===== config.mk =====
export PLATFORM = sky130hd
export DESIGN_NAME = demux_8_2outputs
export DESIGN_NICKNAME = d
export VERILOG_FILES = /design/src/rtl/demux_8_2outputs.sv
export SDC_FILE = /design/constraint.sdc
export NUM_CORES = 1
export LEC_CHECK = 0
export CORE_MARGIN = 2
export CORE_UTILIZATION = 40
export CTS_CLUSTER_SIZE = 30
export DETAILED_ROUTE_END_ITERATION = 8
export MAX_ROUTING_LAYER = met4
export PLACE_DENSITY_LB_ADDON = 0.05
export SETUP_SLACK_MARGIN = 0.1
export SYNTH_ARGS = -nofsm -noshare
export SYNTH_HDL_FRONTEND = slang
export SYNTH_SLANG_ARGS = --single-unit

===== constraint.sdc =====
create_clock -name clk -period 3.95 [get_ports clk]
set_input_delay 0.9875 -clock clk [delete_from_list [all_inputs] [get_ports clk]]
set_output_delay 0.9875 -clock clk [all_outputs]
set_load 0.03 [all_outputs]

===== src/rtl/demux_8_2outputs.sv =====
// demux_8_2outputs: registered 1-to-2 demultiplexer with a small valid/ready FIFO per output
// Ports:
//   clk, rst_n (async active-low), flush (sync clear of both FIFOs)
//   in_data/op/in_valid/in_ready : producer side, op selects FIFO 1 (0) or FIFO 2 (1)
//   out1_data/out1_valid/out1_ready, out2_*  : consumer sides, head of each FIFO
//   out1_count/out2_count : completed pop counters, live only with DEMUX_STATS_EN defined
// Parameters: WIDTH data width, DEPTH entries per FIFO (power of two, >= 2)
module demux_8_2outputs #(
  parameter int WIDTH = 8,
  parameter int DEPTH = 2
) (
  input  logic             clk,
  input  logic             rst_n,
  input  logic             flush,
  input  logic [WIDTH-1:0] in_data,
  input  logic             op,
  input  logic             in_valid,
  output logic             in_ready,
  output logic [WIDTH-1:0] out1_data,
  output logic             out1_valid,
  input  logic             out1_ready,
  output logic [WIDTH-1:0] out2_data,
  output logic             out2_valid,
  input  logic             out2_ready,
  output logic [15:0]      out1_count,
  output logic [15:0]      out2_count
);
  localparam int AW = $clog2(DEPTH);
  localparam logic [AW:0] FULL = (AW+1)'(DEPTH);
  logic [WIDTH-1:0] r_mem [2][DEPTH];
  logic [AW-1:0]    r_wp [2];
  logic [AW-1:0]    r_rp [2];
  logic [AW:0]      r_occ [2];
  logic [AW:0]      w_occ_nxt [2];
  logic [1:0]       r_vld, w_push, w_pop, w_ordy;
  assign w_ordy = {out2_ready, out1_ready};
  // Looks only at registered occupancy: a full FIFO refuses a push even while it drains.
  assign in_ready = !flush && (r_occ[op] < FULL);
  always_comb begin
    for (int f = 0; f < 2; f++) begin
      w_push[f]    = in_valid && in_ready && (op == 1'(f));
      w_pop[f]     = !flush && r_vld[f] && w_ordy[f];
      w_occ_nxt[f] = (w_push[f] && !w_pop[f]) ? r_occ[f] + 1'b1 :
                     (w_pop[f] && !w_push[f]) ? r_occ[f] - 1'b1 : r_occ[f];
    end
  end
  always_ff @(posedge clk or negedge rst_n) begin
    if (!rst_n) begin
      for (int f = 0; f < 2; f++) begin
        r_occ[f] <= '0;
        r_wp[f]  <= '0;
        r_rp[f]  <= '0;
        for (int i = 0; i < DEPTH; i++) r_mem[f][i] <= '0;
      end
      r_vld <= '0;
    end else if (flush) begin
      for (int f = 0; f < 2; f++) begin
        r_occ[f] <= '0;
        r_wp[f]  <= '0;
        r_rp[f]  <= '0;
      end
      r_vld <= '0;
    end else begin
      for (int f = 0; f < 2; f++) begin
        if (w_push[f]) begin
          r_mem[f][r_wp[f]] <= in_data;
          r_wp[f]           <= r_wp[f] + 1'b1;
        end
        if (w_pop[f]) r_rp[f] <= r_rp[f] + 1'b1;
        r_occ[f] <= w_occ_nxt[f];
        r_vld[f] <= w_occ_nxt[f] != '0;
      end
    end
  end
  assign out1_valid = r_vld[0];
  assign out2_valid = r_vld[1];
  assign out1_data  = r_mem[0][r_rp[0]];
  assign out2_data  = r_mem[1][r_rp[1]];
`ifdef DEMUX_STATS_EN
  logic [15:0] r_cnt1, r_cnt2;
  always_ff @(posedge clk or negedge rst_n) begin
    if (!rst_n) begin
      r_cnt1 <= '0;
      r_cnt2 <= '0;
    end else begin
      if (w_pop[0]) r_cnt1 <= r_cnt1 + 1'b1;
      if (w_pop[1]) r_cnt2 <= r_cnt2 + 1'b1;
    end
  end
  assign out1_count = r_cnt1;
  assign out2_count = r_cnt2;
`else
  assign out1_count = '0;
  assign out2_count = '0;
`endif
endmodule


Yosys cells after proc, flatten, opt, wreduce, memory -nomap -nowiden
Cells that the tools add are included.
{"block": "word_totals", "regBits": 42, "elab_cells": 88}
{"block": "classes", "addsub": 8, "magnitude_cmp": 8, "mux": 27, "bitwise": 7, "reduce_logical": 27}
{"operator": "8-bit 2-to-1 mux", "count": 8}
{"operator": "16-bit bitwise mux", "count": 2}
{"operator": "2-bit 2-to-1 mux", "count": 10}
{"operator": "8-bit demux with 1-bit select", "count": 2}
{"operator": "1-bit logical AND", "count": 14}
{"operator": "2-bit nonzero test", "count": 6}
{"operator": "2-bit >= comparator (second input constant)", "count": 5}
{"operator": "1-bit inverter with 2-bit output", "count": 5}
{"operator": "1-bit logical NOT", "count": 5}
{"operator": "1-bit adder (second input constant)", "count": 4}
{"operator": "2-bit by 1-bit adder with 2-bit output (second input constant)", "count": 2}
{"operator": "2-bit by 1-bit < comparator with 1-bit output (second input constant)", "count": 2}
{"operator": "1-bit 2-to-1 mux", "count": 4}
{"operator": "4-bit 2-to-1 mux", "count": 1}
{"operator": "2-bit AND reduction", "count": 2}
{"operator": "2-bit by 1-bit subtractor with 2-bit output (second input constant)", "count": 2}
{"operator": "2-bit < comparator (second input constant)", "count": 1}
{"operator": "1-bit inverter", "count": 2}

Depth between registers and ports, before layout
{"block": "logic_depth", "ltp_word": 14, "ltp_mapped": 4, "depth_no_buf": 3}

Least setup slack after synthesis
OpenSTA, ideal clock, no wires.
{"block": "synth_timing", "kind": "in2out", "from": "input flush", "to": "output in_ready", "t_arrival_ns": 1.957, "required_time_ns": 2.963, "slack_ns": 1.006, "stages": 2, "cell_sequence": "clkbuf_1 a211oi_1"}
{"block": "synth_via", "elab_chain_cells": 2}
{"item": "start: declaration", "line_no": "14", "rtl": "input logic flush,"}
{"item": "1-bit logical NOT", "line_no": "38", "rtl": "assign in_ready = !flush && (r_occ[op] < FULL);"}
{"item": "1-bit logical AND", "line_no": "38"}
{"item": "end: declaration", "line_no": "18", "rtl": "output logic in_ready,"}
Every way passes these cells.

Worst setup path after layout
{"block": "layout_timing", "from": "input op", "to": "output in_ready"}
{"block": "layout_via", "elab_chain_cells": 6}
{"item": "start: declaration", "line_no": "16", "rtl": "input logic op,"}
{"item": "1-bit inverter with 2-bit output (not written as such)", "line_no": "38"}
{"item": "2-bit 2-to-1 mux (not written as such) (3 in a row)", "line_no": "38"}
{"item": "2-bit < comparator", "line_no": "38"}
{"item": "1-bit logical AND", "line_no": "38"}
Every way passes these cells. The select of a mux whose other input is x is not followed.

==> results.yml <==
setup_path:
  critPathArrivalTime_ns: 2.42
  start_kind: "input port"
  cp.required_ns: 2.96
  end_kind: "primary output"
  rrSetupSlack_ns: 2.07
  crit_type: "in -> out"
  rr_worst_depth: 3
  critPathMaxFanout: 3
power:
  p_switching_mw: 0.500
  seqPwrFrac_pct: 38.7
  p_clk_share_pct: 25.9
  p_int_mw: 1.11
  switching_share_pct: 31.1
  finalPower_mw: 1.61
  p_leak_nw: 1.19
  power_density_nw_per_um2: 612
  vdd_drop_max_mv: 0.307
  pwr-share-comb_pct: 35.4
synth:
  synth_seq_cells: 42
  seq_area_frac_synth_pct: 47.8
  yosysUniqueCellTypes: 25
  ys_top_cells_by_count: "dfrtp_1, mux2_2, buf_4"
  ys.flop_type: "dfrtp_1"
  yosys_warnings: 0
  yosysMostFrequentCell: "dfrtp_1"
  synth_edf_count: 0
  synth_top_area_share_pct: 47.8
  synthCells: 171
  synth_area_leaders: "dfrtp_1, mux2_2, buf_4"
  synth_async_sr_flop_share_pct: 100
  avgSynthCellArea_um2: 12.9
  yosysTopAreaCell: "dfrtp_1"
  synth.cell_area_um2: 2200
sta:
  rsz0062_at_grt: "false"
  drv_slew: 0
  tns_ns: 0
  finalCritPeriodShare_pct: 86.2
  max_freq_mhz: 294
  hold_violations: 0
  worst_pin_slew_ns: 0.929
  finalClockSkew_ns: 0.00432
  worst_slack_ns: 0.546
  hold_ws_ns: 0.504
  slew_headroom_pct: 38.1
  layout_min_cycle_time_ns: 3.40
  setup_violations: 0
clocking:
  cts_buffers: 5
  clkTransAtPathRegs_ns: 0.08
  clkSinkCount: 42
  cts_tree: "yes"
  cts_setup_buffers: 0
  cts_buffer_depth: 2
  cts_root_buffer: "clkbuf_8"
  hold_buffers: 0
  htree_levels: 2
  clock_latency_ns: 0.29
  ctsResizeCount: 0
route:
  drc: 0
  drtAntennaViolNets: 0
  vias: 1333
  drtIter0Drc: 46
  wirelength_um: 4080
  dr.pass1.iters: 4
  vias_per_cell: 4.74
  wl_per_cell_um: 14.5
floorplan:
  die_w_um: 78.2
  die_area_um2: 6110
  core-area_um2: 5410
  start_util_pct: 40.7
  io-pin-count: 66
  num_rows: 27
  die_y_um: 78.2
run_status:
  status: "complete, no violations"
placement:
  place_area_um2: 2480
  post-place-ws_ns: 0.529
  io_buffers: 33
  place_inst: 273
  place_hpwl_um: 2830
  gp_congestion: 0.694
layout:
  area_growth_pct: 19.4
  multi_input_comb_area_um2: 992
  fin_util_pct: 48.6
  final_cell_area_um2: 2630
  n_antenna_cell: 0
  nets: 223
  fill_cells: 496
  regArea_um2: 1050
  drive_gt1_share_pct: 30.1
  final_cells: 281
worst_hold_path:
  hp-class: "reg -> reg"
  hold_path_depth: 1
flow_run:
  drv_cap: 0
global_routing:
  grt_pass1_wl_um: 6830
  grt_max_degree: 43
  grt_antenna_before_repair: 0
  grt_overflow: 0
  grtUsageTotal_pct: 14.9
  grt_pass1_vias: 1328
==> final timing paths <==
path | start | to
max | op | in_ready
min | r_mem[18]$_DFFE_PN0P_ | r_mem[18]$_DFFE_PN0P_
max reg2reg | r_occ[3]$_DFF_PN0_ | r_mem[22]$_DFFE_PN0P_
min reg2reg | r_mem[18]$_DFFE_PN0P_ | r_mem[18]$_DFFE_PN0P_
max in group asynchronous | rst_n | r_mem[12]$_DFFE_PN0P_
min in group asynchronous | rst_n | r_vld[0]$_DFF_PN0_
==> cell usage in the layout (no fill, tap or decap) <==
master,netlist,final
or4_1,1,1
conb_1,1,32
xnor3_1,1,1
mux2_4,8,8
a31oi_1,2,2
inv_1,1,1
clkbuf_8,0,6
nor3_2,1,1
buf_4,33,3
bufinv_16,0,2
nand3_1,1,1
mux2_2,41,41
xnor2_1,2,2
nor3b_1,1,1
nand2_1,4,4
nor2_1,8,8
a211oi_1,3,3
dfrtp_1,42,42
buf_2,0,1
nand4_1,2,2
xor2_1,5,5
or3b_1,1,1
o21ai_0,2,2
nand3b_4,1,1
nor4b_1,3,3
nor2b_1,3,3
clkdlybuf4s50_1,0,32
==> layer usage <==
layer  wire length [um]  share of wire (%)  vias to the layer above  global-route usage [%]
met4                 55                1.3                        0                    4.74
li1                   -                  -                      605                       -
met3                214                5.2                        6                    4.14
met1               1840                 45                      670                    19.5
met2               1970                 48                       52                    22.8
met5                  0                  0                        -                       -
==> power groups by stage <==
stage | Combinational [mW] | Sequential [mW] | Clock, mW
global route | 0.607 | 0.640 | 0.448
CTS | 0.576 | 0.624 | 0.428
finish | 0.569 | 0.623 | 0.416
global placement | 0.562 | 0.622 | 0
floorplan | 0.429 | 0.610 | 0
detailed placement | 0.572 | 0.632 | 0
==> sequential cells by signal (all words and copies together), names as in the netlist <==
name   count
r_vld      2
r_occ      4
r_mem     32
r_rp       2
r_wp       2
==> logic make-up (layout without fill, tap and decap cells) <==
group / Yosys count / in the layout / synth area share, %
simple gates: 26 / 26 / 7.33
buf+inv: 38 / 45 / 12.5
other cells: 1 / 32 / 0.170
compound gates: 7 / 7 / 2.05
xor+xnor: 8 / 8 / 3.81
mux: 49 / 49 / 26.4
flops: 42 / 42 / 47.8
==> layout make-up <==
cell class	count	share of cell area (%)
Timing Repair Buffer	36	13.2
Sequential cell	42	40.0
Clock buffer	6	3.14
Multi-Input combinational cell	122	37.8
Tap cell	72	3.43
Inverter	1	0.143
Clock inverter	2	2.29
==> critical path, cell delays in order <==
cell and delay [ns]:
clkdlybuf4s50_1 0.51, nor2b_1 0.06, a211oi_1 0.16, clkdlybuf4s50_1 0.70
Power figures use the tool's default switching activity.
